$ cat src/rtl/rocc_cmd_decoupler_if.sv
// rocc_cmd_decoupler_if: one RoCC port (command, response, busy).
// master issues commands and takes responses; slave does the reverse.
interface rocc_cmd_decoupler_if #(
    parameter int xLen = 64
);
    logic            cmd_valid;
    logic            cmd_ready;
    logic [6:0]      cmd_bits_inst_funct;
    logic [4:0]      cmd_bits_inst_rs2;
    logic [4:0]      cmd_bits_inst_rs1;
    logic            cmd_bits_inst_xd;
    logic            cmd_bits_inst_xs1;
    logic            cmd_bits_inst_xs2;
    logic [4:0]      cmd_bits_inst_rd;
    logic [6:0]      cmd_bits_inst_opcode;
    logic [xLen-1:0] cmd_bits_rs1;
    logic [xLen-1:0] cmd_bits_rs2;
    logic            resp_valid;
    logic            resp_ready;
    logic [4:0]      resp_bits_rd;
    logic [xLen-1:0] resp_bits_data;
    logic            busy;

    modport master (
        output cmd_valid, cmd_bits_inst_funct, cmd_bits_inst_rs2,
               cmd_bits_inst_rs1, cmd_bits_inst_xd, cmd_bits_inst_xs1,
               cmd_bits_inst_xs2, cmd_bits_inst_rd, cmd_bits_inst_opcode,
               cmd_bits_rs1, cmd_bits_rs2, resp_ready,
        input  cmd_ready, resp_valid, resp_bits_rd, resp_bits_data, busy
    );

    modport slave (
        input  cmd_valid, cmd_bits_inst_funct, cmd_bits_inst_rs2,
               cmd_bits_inst_rs1, cmd_bits_inst_xd, cmd_bits_inst_xs1,
               cmd_bits_inst_xs2, cmd_bits_inst_rd, cmd_bits_inst_opcode,
               cmd_bits_rs1, cmd_bits_rs2, resp_ready,
        output cmd_ready, resp_valid, resp_bits_rd, resp_bits_data, busy
    );
endinterface

$ cat src/rtl/rocc_cmd_decoupler.sv
// rocc_cmd_decoupler: command/response FIFOs between core and accelerator.
// Response credits keep the response FIFO able to absorb every reply.
module rocc_cmd_decoupler #(
    parameter int xLen       = 64,
    parameter int CMD_DEPTH  = 4,
    parameter int RESP_DEPTH = 2
) (
    input  logic                 clock,
    input  logic                 reset,
    rocc_cmd_decoupler_if.slave  core,
    rocc_cmd_decoupler_if.master acc,
    output logic                 resp_err
);
    localparam int CAW = (CMD_DEPTH > 1) ? $clog2(CMD_DEPTH) : 1;
    localparam int CCW = $clog2(CMD_DEPTH + 1);
    localparam int RAW = (RESP_DEPTH > 1) ? $clog2(RESP_DEPTH) : 1;
    localparam int RCW = $clog2(RESP_DEPTH + 1);
    localparam logic [CAW-1:0] C_LAST = CAW'(CMD_DEPTH - 1);
    localparam logic [CCW-1:0] C_FULL = CCW'(CMD_DEPTH);
    localparam logic [RAW-1:0] R_LAST = RAW'(RESP_DEPTH - 1);
    localparam logic [RCW-1:0] R_FULL = RCW'(RESP_DEPTH);

    typedef struct packed {
        logic [6:0]      funct;
        logic [4:0]      rs2;
        logic [4:0]      rs1;
        logic            xd;
        logic            xs1;
        logic            xs2;
        logic [4:0]      rd;
        logic [6:0]      opcode;
        logic [xLen-1:0] d1;
        logic [xLen-1:0] d2;
    } cmd_t;

    typedef struct packed {
        logic [4:0]      rd;
        logic [xLen-1:0] data;
    } resp_t;

    cmd_t           cmd_mem [CMD_DEPTH];
    cmd_t           cmd_in;
    cmd_t           cmd_head;
    logic [CAW-1:0] cmd_wr;
    logic [CAW-1:0] cmd_rd;
    logic [CCW-1:0] cmd_count;
    logic           cmd_enq;
    logic           cmd_deq;

    resp_t          resp_mem [RESP_DEPTH];
    resp_t          resp_in;
    resp_t          resp_head;
    logic [RAW-1:0] resp_wr;
    logic [RAW-1:0] resp_rd;
    logic [RCW-1:0] resp_count;
    logic           resp_enq;
    logic           resp_deq;

    logic [RCW-1:0] outst;
    logic [RCW:0]   used;
    logic           credit_ok;
    logic           outst_inc;
    logic           outst_dec;
    logic           err_q;

    assign cmd_in.funct  = core.cmd_bits_inst_funct;
    assign cmd_in.rs2    = core.cmd_bits_inst_rs2;
    assign cmd_in.rs1    = core.cmd_bits_inst_rs1;
    assign cmd_in.xd     = core.cmd_bits_inst_xd;
    assign cmd_in.xs1    = core.cmd_bits_inst_xs1;
    assign cmd_in.xs2    = core.cmd_bits_inst_xs2;
    assign cmd_in.rd     = core.cmd_bits_inst_rd;
    assign cmd_in.opcode = core.cmd_bits_inst_opcode;
    assign cmd_in.d1     = core.cmd_bits_rs1;
    assign cmd_in.d2     = core.cmd_bits_rs2;
    assign cmd_head      = cmd_mem[cmd_rd];

    // Replies already queued plus replies still owed use up credits.
    assign used      = {1'b0, resp_count} + {1'b0, outst};
    assign credit_ok = used < {1'b0, R_FULL};

    assign core.cmd_ready = reset || (cmd_count != C_FULL);
    assign acc.cmd_valid  = !reset && (cmd_count != '0)
                            && (!cmd_head.xd || credit_ok);
    assign cmd_enq = core.cmd_valid && core.cmd_ready;
    assign cmd_deq = acc.cmd_valid && acc.cmd_ready;

    assign acc.cmd_bits_inst_funct  = cmd_head.funct;
    assign acc.cmd_bits_inst_rs2    = cmd_head.rs2;
    assign acc.cmd_bits_inst_rs1    = cmd_head.rs1;
    assign acc.cmd_bits_inst_xd     = cmd_head.xd;
    assign acc.cmd_bits_inst_xs1    = cmd_head.xs1;
    assign acc.cmd_bits_inst_xs2    = cmd_head.xs2;
    assign acc.cmd_bits_inst_rd     = cmd_head.rd;
    assign acc.cmd_bits_inst_opcode = cmd_head.opcode;
    assign acc.cmd_bits_rs1         = cmd_head.d1;
    assign acc.cmd_bits_rs2         = cmd_head.d2;

    assign resp_in.rd   = acc.resp_bits_rd;
    assign resp_in.data = acc.resp_bits_data;
    assign resp_head    = resp_mem[resp_rd];

    assign acc.resp_ready      = reset || (resp_count != R_FULL);
    assign core.resp_valid     = !reset && (resp_count != '0);
    assign core.resp_bits_rd   = resp_head.rd;
    assign core.resp_bits_data = resp_head.data;
    assign resp_enq = acc.resp_valid && acc.resp_ready;
    assign resp_deq = core.resp_valid && core.resp_ready;

    assign outst_inc = cmd_deq && cmd_head.xd;
    assign outst_dec = resp_enq && (outst != '0);

    assign core.busy = acc.busy || (!reset && ((cmd_count != '0)
                       || (outst != '0) || (resp_count != '0)));
    assign resp_err  = err_q && !reset;

    // Command storage is written on enqueue only and never cleared.
    always_ff @(posedge clock) begin
        if (cmd_enq) begin
            cmd_mem[cmd_wr] <= cmd_in;
        end
    end

    // Command FIFO pointers and occupancy.
    always_ff @(posedge clock) begin
        if (reset) begin
            cmd_wr    <= '0;
            cmd_rd    <= '0;
            cmd_count <= '0;
        end else begin
            if (cmd_enq) begin
                cmd_wr <= (cmd_wr == C_LAST) ? '0 : cmd_wr + 1'b1;
            end
            if (cmd_deq) begin
                cmd_rd <= (cmd_rd == C_LAST) ? '0 : cmd_rd + 1'b1;
            end
            if (cmd_enq && !cmd_deq) begin
                cmd_count <= cmd_count + 1'b1;
            end else if (cmd_deq && !cmd_enq) begin
                cmd_count <= cmd_count - 1'b1;
            end
        end
    end

    // Response storage is written on enqueue only and never cleared.
    always_ff @(posedge clock) begin
        if (resp_enq) begin
            resp_mem[resp_wr] <= resp_in;
        end
    end

    // Response FIFO pointers and occupancy.
    always_ff @(posedge clock) begin
        if (reset) begin
            resp_wr    <= '0;
            resp_rd    <= '0;
            resp_count <= '0;
        end else begin
            if (resp_enq) begin
                resp_wr <= (resp_wr == R_LAST) ? '0 : resp_wr + 1'b1;
            end
            if (resp_deq) begin
                resp_rd <= (resp_rd == R_LAST) ? '0 : resp_rd + 1'b1;
            end
            if (resp_enq && !resp_deq) begin
                resp_count <= resp_count + 1'b1;
            end else if (resp_deq && !resp_enq) begin
                resp_count <= resp_count - 1'b1;
            end
        end
    end

    // Owed replies; a reply arriving with none owed flags an error.
    always_ff @(posedge clock) begin
        if (reset) begin
            outst <= '0;
            err_q <= 1'b0;
        end else begin
            if (outst_inc && !outst_dec) begin
                outst <= outst + 1'b1;
            end else if (outst_dec && !outst_inc) begin
                outst <= outst - 1'b1;
            end
            if (resp_enq && (outst == '0)) begin
                err_q <= 1'b1;
            end
        end
    end
endmodule

$ cat src/flat_wrapper.sv
// flat-port wrapper written by rule: the top's interface ports become plain ports
module rocc_cmd_decoupler_flat 
#(
    parameter int xLen       = 64,
    parameter int CMD_DEPTH  = 4,
    parameter int RESP_DEPTH = 2
)
  (clock, reset, resp_err, core_cmd_valid, core_cmd_bits_inst_funct, core_cmd_bits_inst_rs2, core_cmd_bits_inst_rs1, core_cmd_bits_inst_xd, core_cmd_bits_inst_xs1, core_cmd_bits_inst_xs2, core_cmd_bits_inst_rd, core_cmd_bits_inst_opcode, core_cmd_bits_rs1, core_cmd_bits_rs2, core_resp_ready, core_cmd_ready, core_resp_valid, core_resp_bits_rd, core_resp_bits_data, core_busy, acc_cmd_valid, acc_cmd_bits_inst_funct, acc_cmd_bits_inst_rs2, acc_cmd_bits_inst_rs1, acc_cmd_bits_inst_xd, acc_cmd_bits_inst_xs1, acc_cmd_bits_inst_xs2, acc_cmd_bits_inst_rd, acc_cmd_bits_inst_opcode, acc_cmd_bits_rs1, acc_cmd_bits_rs2, acc_resp_ready, acc_cmd_ready, acc_resp_valid, acc_resp_bits_rd, acc_resp_bits_data, acc_busy);
  rocc_cmd_decoupler_if #(.xLen(xLen)) core_i ();
  rocc_cmd_decoupler_if #(.xLen(xLen)) acc_i ();
  input  logic clock;
  input  logic reset;
  output logic resp_err;
  input wire logic [$bits(core_i.cmd_valid)-1:0] core_cmd_valid;
  input wire logic [$bits(core_i.cmd_bits_inst_funct)-1:0] core_cmd_bits_inst_funct;
  input wire logic [$bits(core_i.cmd_bits_inst_rs2)-1:0] core_cmd_bits_inst_rs2;
  input wire logic [$bits(core_i.cmd_bits_inst_rs1)-1:0] core_cmd_bits_inst_rs1;
  input wire logic [$bits(core_i.cmd_bits_inst_xd)-1:0] core_cmd_bits_inst_xd;
  input wire logic [$bits(core_i.cmd_bits_inst_xs1)-1:0] core_cmd_bits_inst_xs1;
  input wire logic [$bits(core_i.cmd_bits_inst_xs2)-1:0] core_cmd_bits_inst_xs2;
  input wire logic [$bits(core_i.cmd_bits_inst_rd)-1:0] core_cmd_bits_inst_rd;
  input wire logic [$bits(core_i.cmd_bits_inst_opcode)-1:0] core_cmd_bits_inst_opcode;
  input wire logic [$bits(core_i.cmd_bits_rs1)-1:0] core_cmd_bits_rs1;
  input wire logic [$bits(core_i.cmd_bits_rs2)-1:0] core_cmd_bits_rs2;
  input wire logic [$bits(core_i.resp_ready)-1:0] core_resp_ready;
  output wire logic [$bits(core_i.cmd_ready)-1:0] core_cmd_ready;
  output wire logic [$bits(core_i.resp_valid)-1:0] core_resp_valid;
  output wire logic [$bits(core_i.resp_bits_rd)-1:0] core_resp_bits_rd;
  output wire logic [$bits(core_i.resp_bits_data)-1:0] core_resp_bits_data;
  output wire logic [$bits(core_i.busy)-1:0] core_busy;
  output wire logic [$bits(acc_i.cmd_valid)-1:0] acc_cmd_valid;
  output wire logic [$bits(acc_i.cmd_bits_inst_funct)-1:0] acc_cmd_bits_inst_funct;
  output wire logic [$bits(acc_i.cmd_bits_inst_rs2)-1:0] acc_cmd_bits_inst_rs2;
  output wire logic [$bits(acc_i.cmd_bits_inst_rs1)-1:0] acc_cmd_bits_inst_rs1;
  output wire logic [$bits(acc_i.cmd_bits_inst_xd)-1:0] acc_cmd_bits_inst_xd;
  output wire logic [$bits(acc_i.cmd_bits_inst_xs1)-1:0] acc_cmd_bits_inst_xs1;
  output wire logic [$bits(acc_i.cmd_bits_inst_xs2)-1:0] acc_cmd_bits_inst_xs2;
  output wire logic [$bits(acc_i.cmd_bits_inst_rd)-1:0] acc_cmd_bits_inst_rd;
  output wire logic [$bits(acc_i.cmd_bits_inst_opcode)-1:0] acc_cmd_bits_inst_opcode;
  output wire logic [$bits(acc_i.cmd_bits_rs1)-1:0] acc_cmd_bits_rs1;
  output wire logic [$bits(acc_i.cmd_bits_rs2)-1:0] acc_cmd_bits_rs2;
  output wire logic [$bits(acc_i.resp_ready)-1:0] acc_resp_ready;
  input wire logic [$bits(acc_i.cmd_ready)-1:0] acc_cmd_ready;
  input wire logic [$bits(acc_i.resp_valid)-1:0] acc_resp_valid;
  input wire logic [$bits(acc_i.resp_bits_rd)-1:0] acc_resp_bits_rd;
  input wire logic [$bits(acc_i.resp_bits_data)-1:0] acc_resp_bits_data;
  input wire logic [$bits(acc_i.busy)-1:0] acc_busy;
  assign core_i.cmd_valid = core_cmd_valid;
  assign core_i.cmd_bits_inst_funct = core_cmd_bits_inst_funct;
  assign core_i.cmd_bits_inst_rs2 = core_cmd_bits_inst_rs2;
  assign core_i.cmd_bits_inst_rs1 = core_cmd_bits_inst_rs1;
  assign core_i.cmd_bits_inst_xd = core_cmd_bits_inst_xd;
  assign core_i.cmd_bits_inst_xs1 = core_cmd_bits_inst_xs1;
  assign core_i.cmd_bits_inst_xs2 = core_cmd_bits_inst_xs2;
  assign core_i.cmd_bits_inst_rd = core_cmd_bits_inst_rd;
  assign core_i.cmd_bits_inst_opcode = core_cmd_bits_inst_opcode;
  assign core_i.cmd_bits_rs1 = core_cmd_bits_rs1;
  assign core_i.cmd_bits_rs2 = core_cmd_bits_rs2;
  assign core_i.resp_ready = core_resp_ready;
  assign core_cmd_ready = core_i.cmd_ready;
  assign core_resp_valid = core_i.resp_valid;
  assign core_resp_bits_rd = core_i.resp_bits_rd;
  assign core_resp_bits_data = core_i.resp_bits_data;
  assign core_busy = core_i.busy;
  assign acc_cmd_valid = acc_i.cmd_valid;
  assign acc_cmd_bits_inst_funct = acc_i.cmd_bits_inst_funct;
  assign acc_cmd_bits_inst_rs2 = acc_i.cmd_bits_inst_rs2;
  assign acc_cmd_bits_inst_rs1 = acc_i.cmd_bits_inst_rs1;
  assign acc_cmd_bits_inst_xd = acc_i.cmd_bits_inst_xd;
  assign acc_cmd_bits_inst_xs1 = acc_i.cmd_bits_inst_xs1;
  assign acc_cmd_bits_inst_xs2 = acc_i.cmd_bits_inst_xs2;
  assign acc_cmd_bits_inst_rd = acc_i.cmd_bits_inst_rd;
  assign acc_cmd_bits_inst_opcode = acc_i.cmd_bits_inst_opcode;
  assign acc_cmd_bits_rs1 = acc_i.cmd_bits_rs1;
  assign acc_cmd_bits_rs2 = acc_i.cmd_bits_rs2;
  assign acc_resp_ready = acc_i.resp_ready;
  assign acc_i.cmd_ready = acc_cmd_ready;
  assign acc_i.resp_valid = acc_resp_valid;
  assign acc_i.resp_bits_rd = acc_resp_bits_rd;
  assign acc_i.resp_bits_data = acc_resp_bits_data;
  assign acc_i.busy = acc_busy;
  rocc_cmd_decoupler #(.xLen(xLen), .CMD_DEPTH(CMD_DEPTH), .RESP_DEPTH(RESP_DEPTH)) u_core (.clock(clock), .reset(reset), .core(core_i), .acc(acc_i), .resp_err(resp_err));
endmodule
$ cat config.mk
export PLATFORM = sky130hd
export DESIGN_NAME = rocc_cmd_decoupler_flat
export DESIGN_NICKNAME = d
export VERILOG_FILES = /design/src/rtl/rocc_cmd_decoupler_if.sv /design/src/rtl/rocc_cmd_decoupler.sv /design/src/flat_wrapper.sv
export SDC_FILE = /design/constraint.sdc
export NUM_CORES = 1
export LEC_CHECK = 0
export ABC_AREA = 1
export BUFFER_PORTS_ARGS = -buffer_cell sky130_fd_sc_hd__clkbuf_2
export CORE_MARGIN = 10
export CORE_UTILIZATION = 48
export CTS_BUF_LIST = sky130_fd_sc_hd__clkbuf_4 sky130_fd_sc_hd__clkbuf_8
export DETAILED_ROUTE_END_ITERATION = 16
export GPL_ROUTABILITY_DRIVEN = 1
export PLACE_DENSITY = 0.71
export SLEW_MARGIN = 15
export SYNTH_ARGS = -nofsm -noshare
export SYNTH_HDL_FRONTEND = slang
export SYNTH_SLANG_ARGS = --single-unit
$ cat constraint.sdc
create_clock -name clock -period 18.87 [get_ports clock]
set_input_delay 5.661 -clock clock [delete_from_list [all_inputs] [get_ports clock]]
set_output_delay 5.661 -clock clock [all_outputs]
set_load 0.05 [all_outputs]
* After elaboration in Yosys (flattened, before gate mapping) *
Memories as Yosys holds them, arrays and structs flattened. A register that Yosys moved wholly into a read port is not among the register bits.
Index checks and enable logic that the tools add are counted.

cells by class
  add/sub/neg operators = 11
  magnitude comparators = 1
  equal/unequal tests = 4
  mux-type cells = 18
  reductions and logical operators = 39

operators with widths
  kind                                                        count
  logical AND 1 bit                                           18
  2-to-1 mux 2 bit                                            8
  nonzero test 2 bit                                          5
  adder 2 x 1 -> 2 bit, second input constant                 4
  zero test 1 bit                                             8
  2-to-1 mux 1 bit                                            8
  logical OR 1 bit                                            6
  2-to-1 mux 3 bit                                            2
  == test 2 bit, second input constant                        2
  subtractor 2 x 1 -> 2 bit, second input constant            2
  adder 2 x 2 -> 3 bit                                        1
  adder 3 x 1 -> 3 bit, second input constant                 1
  less-than comparator 3 x 2 -> 1 bit, second input constant  1
  inequality test 3 bit, second input constant                1
  nonzero test 3 bit                                          1
  subtractor 3 x 1 -> 3 bit, second input constant            1
  adder 1 bit, second input constant                          2
  zero test 2 bit                                             1
  inequality test 2 bit, second input constant                1

storage, ports and cells
  bits in registers = 14
  memory bits (writable) = 778
  input port bits = 236
  output and inout bits = 235
  word-level logic and storage cells = 83
  memories = 2

memories
  memory           words  width  rd ports  clocked after memory_dff  wr ports  RTL line                  source
  u_core.cmd_mem   4      160    1         1                         1         rocc_cmd_decoupler.sv:41  cmd_t cmd_mem [CMD_DEPTH];
  u_core.resp_mem  2      69     1         1                         1         rocc_cmd_decoupler.sv:50  resp_t resp_mem [RESP_DEPTH];

* Logic depth before layout (Yosys ltp) *
Gate-level depths: netlist of run 1.

  word-level depth = 10
  depth in mapped cells = 14
  mapped depth without buffers = 13

* Worst setup path after synthesis of run 1 *
OpenSTA, ideal clock, no wires.

  kind = input to register
  start = in reset
  end = mem u_core.cmd_mem[0][0] (netlist bit), enable pin
  library setup time = 0.683 ns
  arrival time = 13.288 ns
  required time = 18.187 ns
  path slack = 4.900 ns
  cell stages on the path = 5
  path buffers = 1
  path through = buf_2 inv_1 nand3_1 nand2_1 nor2_1

on the way
  cells in the longest elaborated chain, start to end = 4

ends and longest elaborated chain
  item                                    RTL line                   source
  from (decl)                             flat_wrapper.sv:12         input logic reset;
  logical OR 1 bit                        rocc_cmd_decoupler.sv:82   assign core.cmd_ready = reset || (cmd_count != C_FULL);
  named net core_cmd_ready                flat_wrapper.sv:26         output wire logic [$bits(core_i.cmd_ready)-1:0] core_cmd_ready;
  logical AND 1 bit                       rocc_cmd_decoupler.sv:85   assign cmd_enq = core.cmd_valid && core.cmd_ready;
  2-to-1 mux 1 bit                        rocc_cmd_decoupler.sv:119  if (cmd_enq) begin
  2-to-1 mux 1 bit (not written as such)  rocc_cmd_decoupler.sv:120  cmd_mem[cmd_wr] <= cmd_in;
  to (decl)                               rocc_cmd_decoupler.sv:41

The timed path passes the listed nets, and every way through them passes these cells.

* Worst setup path after layout of run 1 *
  start = in reset
  end = out acc_cmd_valid

on the way
  cells in the longest elaborated chain, start to end = 3

ends and longest elaborated chain
  item               RTL line                  source
  zero test 1 bit    rocc_cmd_decoupler.sv:83  assign acc.cmd_valid = !reset && (cmd_count != '0)
  logical AND 1 bit  rocc_cmd_decoupler.sv:83
  logical AND 1 bit  rocc_cmd_decoupler.sv:84  && (!cmd_head.xd || credit_ok);
  to (decl)          flat_wrapper.sv:31        output wire logic [$bits(acc_i.cmd_valid)-1:0] acc_cmd_valid;

No other way between the ends.

==> results of run 1 <==
stage by stage:
stage               instance area, µm²  power (mW)
floorplan                        29400        3.23
global placement                 32400        3.58
detailed placement               32400        3.61
CTS                              34600        4.91
global route                     34700        5.08
finish                           34700        4.87
registers in the layout (all words and copies together), names as in the netlist, named ones only:
register and flops:
u_core.outst 2, u_core.cmd_wr 2, u_core.resp_mem 138, u_core.resp_wr 1, u_core.cmd_count 3, u_core.cmd_rd 2, u_core.resp_count 2, u_core.err_q 1
u_core.cmd_mem 640, u_core.resp_rd 1
synthesized netlist by cell type:
| master | n |
|---|---|
| buf_6 | 12 |
| buf_2 | 29 |
| or3_1 | 1 |
| nand3_2 | 1 |
| dfxtp_1 | 17 |
| a211oi_1 | 1 |
| a21oi_1 | 13 |
| inv_4 | 1 |
| edfxtp_1 | 778 |
| clkbuf_1 | 70 |
| nand2_1 | 17 |
| xor2_1 | 2 |
| mux2_2 | 69 |
| o21ai_0 | 329 |
| fa_1 | 2 |
| buf_4 | 4 |
| nand3_1 | 6 |
| inv_1 | 23 |
| and2_1 | 1 |
| nor2_1 | 342 |
| ha_1 | 8 |
| o22ai_1 | 159 |
cell families after synthesis:
logic type | Yosys count | synth area share [%]
simple gates | 368 | 4.76
compound gates | 502 | 9.23
fa+ha+maj | 10 | 0.476
flops | 795 | 80.6
mux | 69 | 2.64
xor+xnor | 2 | 0.0596
buf+inv | 139 | 2.26
worst reg2reg max path: stages (launching register included):
cell and delay (ns):
dfxtp_1 0.40, nor2_1 0.12, nand3_1 0.12, nand2_1 0.35
nor2_4 0.17, buf_4 0.73, buf_4 0.82, buf_4 0.81
metal layers:
layer / global-route usage, % / wire length [µm] / part of all wire, % / vias to the layer above
li1: - / - / - / 8167
met1: 24.0 / 28200 / 39 / 8933
met2: 32.1 / 36200 / 50 / 637
met3: 5.74 / 6090 / 8.4 / 124
met4: 7.16 / 1760 / 2.4 / 14
met5: 0 / 99 / 0.14 / -
final cells by class:
type / instances / area (µm²)
Clock buffer: 161 / 1960
Sequential cell: 795 / 23700
Clock inverter: 52 / 280
Inverter: 24 / 100
Multi-Input combinational cell: 951 / 5090
Antenna cell: 10 / 25.0
Timing Repair Buffer: 490 / 2530
Tap cell: 782 / 978
Fill cell: 4692 / 25800
power breakdown:
group / total (mW) / internal, mW / switching [mW]
registers: 2.15 / 2.09 / 0.0516
clock network: 1.31 / 0.686 / 0.622
logic: 1.42 / 0.281 / 1.14
worst paths after layout:
| path | slack, ns | endpoint | startpoint |
|---|---|---|---|
| setup reg to reg | 14.93 | u_core.cmd_mem[3][97] | u_core.cmd_count[0] |
| setup / recovery | 6.36 | acc_cmd_valid | reset |
| hold reg to reg | 0.49 | u_core.cmd_count[1] | u_core.cmd_count[1] |
| hold / removal | 0.49 | u_core.cmd_count[1] | u_core.cmd_count[1] |
==> impl_metrics.ini, run 1 <==
[setup_path]
cp_data_arrival_time_ns = 6.85
slowest_stage = a21oi_1
crit_cells = 5
cp_cell_sequence = clkbuf_2 > a21oi_1 > nand2_1 > inv_1 > clkbuf_2
cp_slowest_stage_delay_ns = 0.47
crit_family = buffers and inverters
required_ns = 13.21
r2r_cells = 7
cpMostUsedCell = clkbuf_2
start_kind = primary input
crit_path_end_kind = output port
crit_fanout = 10
crit_buf_inv = 3
path_class = primary input to output port

[timing]
finalHoldViolCount = 0
finClkSkew_ns = 0.0256
rsz0062_at_grt = false
tns_ns = 0
drv_slew = 0
relSlewSlack_pct = 11.7
hold_ws_ns = 0.495
period_minus_slack_ns = 12.51
setup_ws_ns = 6.36
tightest_slew_ns = 1.33
fmax_mhz = 79.9
setup_viol = 0
finalCritPeriodShare_pct = 66.3

[layout]
final_cells = 3265
mostFrequentLayoutCell = edfxtp_1
fin_util_pct = 57.4
drive_gt1_share_pct = 30.2
area_growth_pct = 17.9
nNetsFinal = 2627
layout_common_cells = edfxtp_1, clkbuf_2, nor2_1, o21ai_0, o22ai_1

[synth]
yosysWarnings = 0
yosys.area.top_type = edfxtp_1
ys_ff_latch = 795
ys_seq_area_share_pct = 80.6
syn_nets = 2131
syn_area_um2 = 29400
postSynthAreaPerCell_um2 = 15.6
synth_area_leaders = edfxtp_1, o21ai_0, nor2_1, o22ai_1, mux2_2
synth.distinct_cells = 22
yosysTopAreaCellShare_pct = 79.4
netlist_instances = 1885

[clock_tree]
cts_resized = 0
cts_tree = done
cts_sinks = 795
htree_levels = 3
clock_latency_ns = 0.70
cts_setup_buffers = 0
cts.clk_slew.worst_paths_ns = 0.06
cts_root_buf = clkbuf_8
cts-buffers-inserted = 119
cts_max_path_buffers = 3
ctsHoldBuffers = 0

[routing]
drt-pass1-iter-count = 5
drc = 0
wl_mm = 72.4
ant_nets = 0
vias = 17900
avgViaCountPerCell = 5.47
drtIter0Drc = 1654
wl_per_cell_um = 22.2

[power]
p_leak_nw = 12.4
power.density_nw_per_um2 = 141
irDropWorstVdd_mv = 0.107

[grt]
antenna_found_initial = 17
grt_pass1_vias = 18000
grt_usage_pct = 19.5
grt_pass1_wl_mm = 107
gr-total-overflow = 0
grt_max_degree = 211

[floorplan]
die_area_um2 = 71600
die_w_um = 268
io_pins = 471
rows = 90
core_area_um2 = 60500
die_h_um = 268
start_util_pct = 48.6

[placed_design]
dpl.hpwl_mm = 43.8
dp.cells = 3041
gp_congestion = 0.799
pre_cts_slack_ns = 6.37
numPortBuffers = 470

[min_path]
hold_class = register to register
hold_path_depth = 2

[status]
run_status = finished, final reports clean

[run]
maxCapViolations = 0
Power figures use the tool's default switching activity.
==> run 2: changes to the inputs <==
--- a/config.mk
+++ b/config.mk
@@ -5,14 +5,14 @@
 export SDC_FILE = /design/constraint.sdc
 export NUM_CORES = 1
 export LEC_CHECK = 0
-export ABC_AREA = 1
+export ABC_AREA = 0
 export BUFFER_PORTS_ARGS = -buffer_cell sky130_fd_sc_hd__clkbuf_2
 export CORE_MARGIN = 10
 export CORE_UTILIZATION = 48
 export CTS_BUF_LIST = sky130_fd_sc_hd__clkbuf_4 sky130_fd_sc_hd__clkbuf_8
 export DETAILED_ROUTE_END_ITERATION = 16
 export GPL_ROUTABILITY_DRIVEN = 1
-export PLACE_DENSITY = 0.71
+export PLACE_DENSITY = 0.74
 export SLEW_MARGIN = 15
 export SYNTH_ARGS = -nofsm -noshare
 export SYNTH_HDL_FRONTEND = slang
==> constraint.sdc (replaced) <==
create_clock -name clock -period 11.1 [get_ports clock]
set_input_delay 3.33 -clock clock [delete_from_list [all_inputs] [get_ports clock]]
set_output_delay 3.33 -clock clock [all_outputs]
set_load 0.05 [all_outputs]
==> impl_metrics.ini, run 2 <==
[layout]
mostFrequentLayoutCell = edfxtp_1
final_cell_area_um2 = 34400
layout_common_cells = edfxtp_1, clkbuf_2, mux4_2, clkbuf_8, mux2_2
area_growth_pct = 18.9
drive_gt1_share_pct = 50.0
top_regs = u_core.cmd_mem: 640 flops, u_core.resp_mem: 138 flops, u_core.cmd_count: 3 flops
largest_register_ffs = 640
top_register = u_core.cmd_mem
nNetsFinal = 1965

[synth]
synth.distinct_cells = 35
postSynth.asyncResetShare_pct = 0
synth_area_leaders = edfxtp_1, mux4_2, mux2_2, dfxtp_1, buf_2
yosys.area.top_type = edfxtp_1
synthFlopType = edfxtp_1
yosysMostFrequentCell = edfxtp_1
postSynthAreaPerCell_um2 = 25.0
yosysWarnings = 0
netlist_top_cells_count = edfxtp_1, mux4_2, mux2_2, buf_2, dfxtp_1
syn_area_um2 = 29000
ys_seq_area_share_pct = 81.8
ys_ff_latch = 795
synth-edff-count = 778
syn_nets = 1405
yosysTopAreaCellShare_pct = 80.7
netlist_instances = 1159

[power]
seq_power_share_pct = 47.3
clkPwrFrac_pct = 28.9
power.density_nw_per_um2 = 224
power.switching_mw = 2.47
switching_share_pct = 31.9
p_leak_nw = 11.9
p_int_mw = 5.25
combPwrFrac_pct = 23.8
irDropWorstVdd_mv = 0.196

[routing]
ant_nets = 0
drtIter0Drc = 943
vias = 13700
drt-pass1-iter-count = 4
wl_per_cell_um = 23.8
avgViaCountPerCell = 5.29
drc = 0
wl_mm = 61.5

[floorplan]
core_area_um2 = 59400
start_util_pct = 48.8
die_area_um2 = 70600
io_pins = 471
die_w_um = 266
die_h_um = 266
rows = 89

[setup_path]
crit_fanout = 23
crit_path_end_kind = output port
crit_buf_inv = 2
slowest_stage = or4b_1
cp_data_arrival_time_ns = 4.64
cp_cell_sequence = clkbuf_2 > or4b_1 > clkbuf_2
start_kind = primary input
path_class = primary input to output port
cp_slowest_stage_delay_ns = 0.70
required_ns = 7.77
cpMostUsedCell = clkbuf_2
crit_family = simple AND/OR/NAND/NOR gates

[placed_design]
postPlaceCellArea_um2 = 32200
dpl.hpwl_mm = 40.4
pre_cts_slack_ns = 3.13
gp_congestion = 0.792
numPortBuffers = 470

[clock_tree]
cts_sinks = 795
cts_tree = done
cts.clk_slew.worst_paths_ns = 0.06
clock_latency_ns = 0.73
htree_levels = 3
cts_resized = 0
ctsHoldBuffers = 0
cts_root_buf = clkbuf_8
cts_setup_buffers = 0
cts-buffers-inserted = 121
cts_max_path_buffers = 3

[timing]
setup_ws_ns = 3.13
hold_ws_ns = 0.475
setup_viol = 0
rsz0062_at_grt = false
finalCritPeriodShare_pct = 71.8
period_minus_slack_ns = 7.97
finalHoldViolCount = 0
finClkSkew_ns = 0.0494
relSlewSlack_pct = 30.3
tns_ns = 0
tightest_slew_ns = 1.05
fmax_mhz = 126
drv_slew = 0

[grt]
gr-total-overflow = 0
antenna_found_initial = 9
grt_pass1_vias = 14900
grt_usage_pct = 17.3
grt_max_degree = 89
grt_pass1_wl_mm = 92.0

[min_path]
hold_class = register to register

[status]
run_status = finished, final reports clean

[run]
maxCapViolations = 0
## run 2: changes by cell type in the layout (fill, tap and decap cells not counted), sizes merged, moves of 4 or more
| cell | before | now |
|---|---|---|
| xor2 | 2 | 7 |
| mux4 | 0 | 159 |
| buf | 20 | 15 |
| mux2i | 0 | 4 |
| o22ai | 159 | 0 |
| and3 | 0 | 7 |
| o21ai | 329 | 4 |
| nand3 | 7 | 0 |
| inv | 28 | 12 |
| diode | 10 | 6 |
| nor2 | 342 | 15 |
| nand2 | 17 | 3 |
## run 2: final timing paths
path,startpoint,end,slack [ns],depth (start not counted)
setup / recovery,reset,core_cmd_ready,3.13,3
hold / removal,u_core.err_q,u_core.err_q,0.47,2
setup reg to reg,register,u_core.cmd_count[2],8.10,9
hold reg to reg,u_core.err_q,u_core.err_q,0.47,2
## run 2: final cells by class
class,instances,area [µm²]
diodes,6,15.0
clock buffers,159,1950
clock inverters,52,299
fillers,4256,24900
inverters,5,18.8
multi-input cells,311,5010
flip-flops and latches,795,23700
well taps,773,967
repair buffers,485,2480
## run 2: cell families (layout without fill, tap and decap cells)
logic type | after synthesis | after routing | synth area share (%)
and+or+nand+nor | 43 | 43 | 0.886
adders and majority gates | 10 | 10 | 0.484
xor gates and xnor gates | 8 | 8 | 0.242
DFF | 795 | 795 | 81.8
AOI/OAI and AO/OA | 15 | 15 | 0.276
other | 0 | 6 | 0
buffers and inverters | 53 | 701 | 0.968
muxes | 235 | 235 | 15.3
## run 2: power groups by stage
stage                     registers, mW  logic (mW)  clock network [mW]
after global placement             3.70        1.85                   0
after global routing               3.68        1.93                2.43
after detailed placement           3.72        1.87                   0
after floorplan                    3.68        1.43                   0
after CTS                          3.66        1.87                2.29
final                              3.65        1.84                2.23
## run 2: tightest hold or removal path: cells and delay by family (launching register included)
| family | cells | cell delay [ns] |
|---|---|---|
| AO/OA/AOI/OAI | 1 | 0.04 |
| flip-flops | 1 | 0.32 |
| AND/OR/NAND/NOR | 1 | 0.07 |
## run 2: routing by layer
| layer | track usage [%] | up-vias | routed length [µm] | part of all wire (%) |
|---|---|---|---|---|
| li1 | - | 6071 | - | - |
| met1 | 19.9 | 7022 | 22800 | 37 |
| met2 | 28.9 | 504 | 31300 | 51 |
| met3 | 7.37 | 79 | 6340 | 10 |
| met4 | 5.70 | 8 | 1070 | 1.7 |
| met5 | 0 | - | 41 | 0.067 |
## run 2: metrics by stage
stage	utilization (%)	total power, mW	std cells
after floorplan	-	5.11	1159
after global placement	54.2	5.55	2369
after detailed placement	54.2	5.58	2369
after CTS	58.0	7.82	2580
after global routing	58.0	8.04	2583
final	58.0	7.72	2586
==> run 3: changes to the inputs <==
==> constraint.sdc (replaced) <==
create_clock -name clock -period 6.5 [get_ports clock]
set_input_delay 1.95 -clock clock [delete_from_list [all_inputs] [get_ports clock]]
set_output_delay 1.95 -clock clock [all_outputs]
set_load 0.05 [all_outputs]
==> impl_metrics.ini, run 3 (synthesis results as in run 2) <==
[clock_tree]
ctsHoldBuffers = 0
cts_setup_buffers = 0
cts_root_buf = clkbuf_8
cts_sinks = 795
clock_latency_ns = 0.71
cts.clk_slew.worst_paths_ns = 0.06
cts_max_path_buffers = 3
cts_tree = done
htree_levels = 3
cts_resized = 0
cts-buffers-inserted = 119

[placed_design]
gp_congestion = 0.819
postPlaceCellArea_um2 = 32300
pre_cts_slack_ns = 1.53
dp.cells = 2374
numPortBuffers = 470
dpl.hpwl_mm = 40.7

[layout]
fillCellCount = 4262
fin_util_pct = 58.3
top_register = u_core.cmd_mem
final_cells = 2586
top_regs = u_core.cmd_mem: 640 flops, u_core.resp_mem: 138 flops, u_core.cmd_count: 3 flops
area_growth_pct = 19.5
drive_gt1_share_pct = 50.5
final_cell_area_um2 = 34600
largest_register_ffs = 640
nNetsFinal = 1968
mostFrequentLayoutCell = edfxtp_1
layout_common_cells = edfxtp_1, clkbuf_2, mux4_2, clkbuf_8, mux2_2

[min_path]
hold_class = register to register
hold_path_depth = 2

[floorplan]
io_pins = 471
start_util_pct = 48.8
die_w_um = 266
die_area_um2 = 70600
core_area_um2 = 59400
die_h_um = 266
rows = 89

[setup_path]
crit_buf_inv = 2
crit_fanout = 8
required_ns = 4.55
path_class = primary input to output port
r2r_cells = 9
crit_cells = 3
start_kind = primary input
cp_slowest_stage_delay_ns = 0.62
cpMostUsedCell = clkbuf_2
crit_family = simple AND/OR/NAND/NOR gates
cp_cell_sequence = clkbuf_2 > or4b_1 > clkbuf_2
cp_data_arrival_time_ns = 3.03
slowest_stage = or4b_1
crit_path_end_kind = output port

[timing]
relSlewSlack_pct = 30.1
tns_ns = 0
finClkSkew_ns = 0.0373
rsz0062_at_grt = false
fmax_mhz = 201
setup_ws_ns = 1.52
finalCritPeriodShare_pct = 76.6
finalHoldViolCount = 0
period_minus_slack_ns = 4.98
drv_slew = 0
tightest_slew_ns = 1.05
setup_viol = 0

[routing]
wl_per_cell_um = 24.3
avgViaCountPerCell = 5.32
drtIter0Drc = 1130
ant_nets = 0
drc = 0
drt-pass1-iter-count = 5
vias = 13800
wl_mm = 62.9

[run]
maxCapViolations = 0

[grt]
grt_usage_pct = 17.8
antenna_found_initial = 10
grt_pass1_wl_mm = 94.5
grt_pass1_vias = 15000
grt_max_degree = 103
gr-total-overflow = 0

[status]
run_status = finished, final reports clean

[power]
p_leak_nw = 11.9
power.density_nw_per_um2 = 382
irDropWorstVdd_mv = 0.301
==> run 3: cell types whose count changed in the layout (fill, tap and decap cells not counted), moves of 2 or more <==
cell	change
buf_12	+10
clkbuf_4	+10
clkinv_1	-8
buf_4	-5
inv_6	-3
clkinv_2	-2
diode_2	-2
inv_12	-2
==> run 3: worst paths after layout <==
check | slack, ns | from | to
hold reg to reg | 0.48 | u_core.err_q | u_core.err_q
hold / removal | 0.48 | u_core.err_q | u_core.err_q
setup / recovery | 1.52 | reset | core_cmd_ready
setup reg to reg | 3.46 | register | u_core.cmd_count[2]
==> run 3: layer usage <==
metal | vias up | global-route usage [%] | routed length (µm)
li1 | 6062 | - | -
met4 | 12 | 6.76 | 1520
met3 | 99 | 7.07 | 6110
met2 | 524 | 28.8 | 31400
met5 | - | 0 | 108
met1 | 7061 | 21.2 | 23800
==> run 3: power breakdown <==
part	switching, mW	internal [mW]
Clock	1.76	2.04
Sequential	0.170	6.08
Combinational	2.25	0.916
Total	4.19	9.04
==> run 3: tightest hold or removal path: cells and delay by family, from the launching register on <==
kind	cells	cell delay, ns
compound gates	1	0.04
flops	1	0.33
simple gates	1	0.08
==> run 3: metrics by stage <==
| step | hold WS, ns | power [mW] |
|---|---|---|
| finish | 0.482 | 13.2 |
| global route | 0.504 | 13.8 |
| CTS | 0.479 | 13.4 |
| detailed placement | 0.462 | 9.57 |
| global placement | 0.456 | 9.52 |
| floorplan | 0.429 | 8.72 |
==> run 3: cell type report <==
cell class,count,area (µm²),area share (%)
Inverter,5,18.8,0.0542
Antenna cell,4,10.0,0.0289
Multi-Input combinational cell,311,5010,14.5
Clock inverter,38,213,0.615
Tap cell,773,967,2.79
Timing Repair Buffer,490,2640,7.63
Clock buffer,170,2040,5.89
Sequential cell,795,23700,68.5
